[config.mk]
export PLATFORM = sky130hd
export DESIGN_NAME = fp_operand_fetch
export DESIGN_NICKNAME = d
export VERILOG_FILES = /design/src/rtl/fp_operand_fetch.sv
export SDC_FILE = /design/constraint.sdc
export NUM_CORES = 1
export LEC_CHECK = 0
export ABC_AREA = 1
export CELL_PAD_IN_SITES_DETAIL_PLACEMENT = 1
export CELL_PAD_IN_SITES_GLOBAL_PLACEMENT = 1
export CORE_MARGIN = 3
export CORE_UTILIZATION = 30
export CTS_CLUSTER_DIAMETER = 100
export DETAILED_ROUTE_END_ITERATION = 12
export GPL_ROUTABILITY_DRIVEN = 0
export PLACE_DENSITY_LB_ADDON = 0.08
export SETUP_SLACK_MARGIN = 0.1
export SLEW_MARGIN = 20
export SYNTH_ARGS = -nofsm -noshare
export SYNTH_HDL_FRONTEND = slang
export SYNTH_SLANG_ARGS = --single-unit
[constraint.sdc]
create_clock -name clk -period 2.65 [get_ports clk]
set_input_delay 0.3975 -clock clk [delete_from_list [all_inputs] [get_ports clk]]
set_output_delay 0.3975 -clock clk [all_outputs]
set_load 0.02 [all_outputs]
[src/rtl/fp_operand_fetch.sv]
// Two-stage FP operand fetch: stage R reads the register file and bypasses
// same-cycle write-backs; stage O presents the resolved bundle to the FPU.
module fp_operand_fetch #(
  parameter int unsigned WIDTH = 32,
  parameter int unsigned TAG_W = 6,
  parameter int unsigned OP_W  = 8
) (
  input  logic             clk,
  input  logic             rst_n,
  input  logic             flush,
  input  logic             in_valid,
  output logic             in_ready,
  input  logic [OP_W-1:0]  in_op,
  input  logic [TAG_W-1:0] in_rd,
  input  logic [TAG_W-1:0] in_rs1,
  input  logic [TAG_W-1:0] in_rs2,
  input  logic [TAG_W-1:0] in_rs3,
  input  logic             in_use3,
  output logic [TAG_W-1:0] rf_raddr0,
  output logic [TAG_W-1:0] rf_raddr1,
  output logic [TAG_W-1:0] rf_raddr2,
  input  logic [WIDTH-1:0] rf_rdata0,
  input  logic [WIDTH-1:0] rf_rdata1,
  input  logic [WIDTH-1:0] rf_rdata2,
  input  logic             wb_en0,
  input  logic             wb_en1,
  input  logic [TAG_W-1:0] wb_tag0,
  input  logic [TAG_W-1:0] wb_tag1,
  input  logic [WIDTH-1:0] wb_data0,
  input  logic [WIDTH-1:0] wb_data1,
  output logic             out_valid,
  input  logic             out_ready,
  output logic [OP_W-1:0]  out_op,
  output logic [TAG_W-1:0] out_rd,
  output logic [WIDTH-1:0] out_a,
  output logic [WIDTH-1:0] out_b,
  output logic [WIDTH-1:0] out_c
);

  logic             r_valid_q, r_valid_d;
  logic [OP_W-1:0]  r_op_q, r_op_d;
  logic [TAG_W-1:0] r_rd_q, r_rd_d;
  logic [TAG_W-1:0] r_rs1_q, r_rs1_d;
  logic [TAG_W-1:0] r_rs2_q, r_rs2_d;
  logic [TAG_W-1:0] r_rs3_q, r_rs3_d;
  logic             r_use3_q, r_use3_d;

  logic             out_valid_q, out_valid_d;
  logic [OP_W-1:0]  out_op_q, out_op_d;
  logic [TAG_W-1:0] out_rd_q, out_rd_d;
  logic [WIDTH-1:0] out_a_q, out_a_d;
  logic [WIDTH-1:0] out_b_q, out_b_d;
  logic [WIDTH-1:0] out_c_q, out_c_d;

  logic             o_free;
  logic             r_adv;
  logic [WIDTH-1:0] res_a, res_b, res_c;

  // Port 1 is checked first so it wins on equal tags, as in the register file.
  function automatic logic [WIDTH-1:0] resolve(
    input logic [TAG_W-1:0] tag,
    input logic [WIDTH-1:0] rdata,
    input logic             en0,
    input logic [TAG_W-1:0] tag0,
    input logic [WIDTH-1:0] data0,
    input logic             en1,
    input logic [TAG_W-1:0] tag1,
    input logic [WIDTH-1:0] data1
  );
    logic [WIDTH-1:0] v;
    if (en1 && (tag1 == tag))      v = data1;
    else if (en0 && (tag0 == tag)) v = data0;
    else                           v = rdata;
    return v;
  endfunction

  assign rf_raddr0 = r_rs1_q;
  assign rf_raddr1 = r_rs2_q;
  assign rf_raddr2 = r_rs3_q;

  assign out_valid = out_valid_q;
  assign out_op    = out_op_q;
  assign out_rd    = out_rd_q;
  assign out_a     = out_a_q;
  assign out_b     = out_b_q;
  assign out_c     = out_c_q;

  always_comb begin
    o_free   = !out_valid_q || out_ready;
    r_adv    = r_valid_q && o_free;
    in_ready = !r_valid_q || r_adv;

    res_a = resolve(r_rs1_q, rf_rdata0, wb_en0, wb_tag0, wb_data0, wb_en1, wb_tag1, wb_data1);
    res_b = resolve(r_rs2_q, rf_rdata1, wb_en0, wb_tag0, wb_data0, wb_en1, wb_tag1, wb_data1);
    res_c = r_use3_q
          ? resolve(r_rs3_q, rf_rdata2, wb_en0, wb_tag0, wb_data0, wb_en1, wb_tag1, wb_data1)
          : '0;
  end

  always_comb begin
    r_valid_d   = r_valid_q;
    r_op_d      = r_op_q;
    r_rd_d      = r_rd_q;
    r_rs1_d     = r_rs1_q;
    r_rs2_d     = r_rs2_q;
    r_rs3_d     = r_rs3_q;
    r_use3_d    = r_use3_q;
    out_valid_d = out_valid_q;
    out_op_d    = out_op_q;
    out_rd_d    = out_rd_q;
    out_a_d     = out_a_q;
    out_b_d     = out_b_q;
    out_c_d     = out_c_q;

    if (flush) begin
      r_valid_d   = 1'b0;
      out_valid_d = 1'b0;
    end else begin
      if (o_free) begin
        out_valid_d = r_valid_q;
        out_op_d    = r_op_q;
        out_rd_d    = r_rd_q;
        out_a_d     = res_a;
        out_b_d     = res_b;
        out_c_d     = res_c;
      end
      if (in_ready) begin
        r_valid_d = in_valid;
        r_op_d    = in_op;
        r_rd_d    = in_rd;
        r_rs1_d   = in_rs1;
        r_rs2_d   = in_rs2;
        r_rs3_d   = in_rs3;
        r_use3_d  = in_use3;
      end
    end
  end

  always_ff @(posedge clk) begin
    if (!rst_n) begin
      r_valid_q   <= 1'b0;
      r_op_q      <= '0;
      r_rd_q      <= '0;
      r_rs1_q     <= '0;
      r_rs2_q     <= '0;
      r_rs3_q     <= '0;
      r_use3_q    <= 1'b0;
      out_valid_q <= 1'b0;
      out_op_q    <= '0;
      out_rd_q    <= '0;
      out_a_q     <= '0;
      out_b_q     <= '0;
      out_c_q     <= '0;
    end else begin
      r_valid_q   <= r_valid_d;
      r_op_q      <= r_op_d;
      r_rd_q      <= r_rd_d;
      r_rs1_q     <= r_rs1_d;
      r_rs2_q     <= r_rs2_d;
      r_rs3_q     <= r_rs3_d;
      r_use3_q    <= r_use3_d;
      out_valid_q <= out_valid_d;
      out_op_q    <= out_op_d;
      out_rd_q    <= out_rd_d;
      out_a_q     <= out_a_d;
      out_b_q     <= out_b_d;
      out_c_q     <= out_c_d;
    end
  end

endmodule

==> impl_results.md <==
* Status: completed
* CP dominant cell by count: nand2_1
* Post-synthesis adder-cell area fraction at 0%
* Hold_buf cts at 0
* XOR/XNOR share of the synthesized area at 0.187%
* FF+latch count, synth at 145
* Mean Syn Cell Area at 6.26 um2
* Cells after Synth at 1495
* Vias at 10907
* Hold violation total from the final report at 0
* Global-route wire length before repair at 65000 um
* Fmax at 453 MHz
* Ys Warns at 0
* Core Rows at 64
* FF/Latch Area at 2900 um2
* Final period demand of the worst path at 2210 ps
* RSZ-0062 raised after global routing: no
* Tot Pwr at about 0.0067 W
* Max_cap viols at 0
* Most frequent cells in the layout: clkdlybuf4s50_1, inv_1, nand2_1, nand3_1, dfxtp_1
* Final wirelength at between 40000 and 50000 um
* Share of layout cells above drive strength 1 at 10.6%
* Layout Cells excl Fill at 2201
* WS Path Type: in2reg
* Crit path largest cell delay at ~660 ps
* CTS Buf Count at 17
* DR DRC count at 0
* Largest family of logic cells by synthesized area: simple AND/OR/NAND/NOR gates
* CTS tree: yes
* DR iter-0 viols at 651
* HP Class: in2reg
* Dpl cells at roughly 2200
* Final period util at 83.2%
* Multi-input logic area at 4870 um2
* Compound-Gate Fraction of Synth Area at 16.9%
* LEAKAGE at between 6 and 7 nW
* Power per cell area at ~490 nW/um2
* TritonRoute pass-1 iters at 5
* Top Ports at 342
* Startpoint types: input pin
* Pin count of the biggest net entering global routing at ~140
* Syn Nets at 1707
* Skew final at 17.7 ps
* Worst setup EP type: register
* CTS clk-pin slew, worst paths at around 70 ps
* Vias per cell at 4.96
* Mux cell area share after synthesis at 0%
* Slew Limit Fails at 0
* Core area at 30700 um2
* DP Wirelength at 30900 um
* Slew HR at 57.2%
* Cts repair resizes at 0
* Port Buffer Count at 341
* Met3 wire len at 2030 um
* Worst Path Buf+Inv at 3
* Die X at 183 um
* Nets at 2002
* Setup TNS Final at 0 ps
* Per-cell routed wire length at about 19 um
* CTS root buffer: clkbuf_16
* Area growth from synthesis to layout at 46.5%
* CTS H-tree depth at 4
* Final hold slack at 397 ps
* Maximum vdd drop at 0.000408 V
* Crit-path max FO at 20
* Sequence of cells on the critical path: clkdlybuf4s50_1, inv_2, nand2_1, nand4_1, nor2_4, nand2_2, buf_4, nand2_1, nand3_1, a21oi_1
* Die height at 183 um
* Worst EP required at 3000 ps
* CP max-delay cell: clkdlybuf4s50_1
* Critical Path AT at 2560 ps
* Number of global-route vias before repair at 11444
* Routed Antenna Nets at 0
* Clock Tree Buf Depth at 2
* Sequential area share after synthesis at a little under a third
* Top Layer Used: met5
* Clock sinks at 145
* Routed length on met2 at slightly above 20000 um
* Die area at 33400 um2
* Gr ovfl total at 0
* Initial antenna violation count at 4
* Netlist Area Pre-Place at approximately 9400 um2
* Commonest non-fill, non-tap cell in the layout: clkdlybuf4s50_1
* GRT Util Overall at around 25%
* Initial core utilization at 30.5%
* Synth cell types at 28
* Post-Synth Simple-Gate Area at 34.5%
* Fillers at between 3000 and 4000
* Post-CTS Setup Repair Bufs at 0
* CP delay by family, top: buffers and inverters
* Worst-Skew Late Latency at between 400 and 500 ps
* WL met1 at 19100 um
* Setup violations, final at 0
* Least-Margin Pin Slew at around 640 ps
stage by stage:
step	area, um2	utilization [%]	setup slack, ps
floorplan	9360	-	1100
global placement	13100	42.8	131
detailed placement	13100	42.8	64.4
CTS	13700	44.7	470
global route	13700	44.7	392
finish	13700	44.7	444
worst reg2reg max path, cell delays in order, from the launching register on:
cell and delay, ps:
dfxtp_1 420, inv_1 100, nand2_1 70, nand4_1 160
nor2_4 440, nand2_2 110, buf_4 250, nand2_1 120
nand3_1 90, a21oi_1 140
registers in the layout, indices dropped and copies added (netlist names):
| signal | cells |
|---|---|
| out_a | 32 |
| out_b | 32 |
| out_c | 32 |
| out_op | 8 |
| out_rd | 6 |
| out_valid | 1 |
| r_op_q | 8 |
| r_rd_q | 6 |
| r_use3_q | 1 |
| r_valid_q | 1 |
| rf_raddr0 | 6 |
| rf_raddr1 | 6 |
| rf_raddr2 | 6 |
power by group:
group	switching (W)	internal, W
clock	0.00120	0.00135
sequential	0.0000959	0.00232
combinational	0.000964	0.000750
total	0.00226	0.00442
cell usage after synthesis (all sizes together):
master / number / area share (%)
a21oi: 120 / 7.6
buf: 70 / 4.4
clkbuf: 31 / 1.2
clkinv: 1 / 0.040
dfxtp: 145 / 31
inv: 294 / 12
nand2: 299 / 13
nand3: 294 / 17
nand4: 4 / 0.27
nor2: 80 / 3.9
nor3: 1 / 0.17
o211ai: 3 / 0.24
o21ai: 113 / 6.0
o21bai: 32 / 2.6
o22ai: 6 / 0.40
xnor2: 1 / 0.094
xor2: 1 / 0.094
final timing paths:
check | start | end | slack [ps] | cells after the start
min | rst_n | out_rd[5] | 400 | 3
max | wb_tag0[2] | out_b[15] | 440 | 10
max reg2reg | rf_raddr1[2] | out_b[15] | 690 | 9
min reg2reg | out_c[31] | out_c[31] | 470 | 2
area by class of cell:
type / instances / share of cell area [%]
multi-input cells: 954 / 35.5
clock inverters: 15 / 1.21
inverters: 295 / 8.07
well taps: 396 / 3.61
clock buffers: 17 / 3.10
repair buffers: 377 / 27.3
flip-flops and latches: 145 / 21.2
diodes: 2 / 0.0365
cells by family (layout without fill, tap and decap cells):
family | after synthesis | after routing
buf+inv | 396 | 704
xor+xnor | 2 | 2
flops | 145 | 145
compound gates | 274 | 274
other cells | 0 | 2
simple gates | 678 | 678
routing by layer:
layer	vias to the layer above	global-route usage, %
met5	-	0
met4	4	7.07
met3	52	4.13
met2	324	42.0
met1	5226	32.6
li1	5301	-
Power figures use the tool's default switching activity.
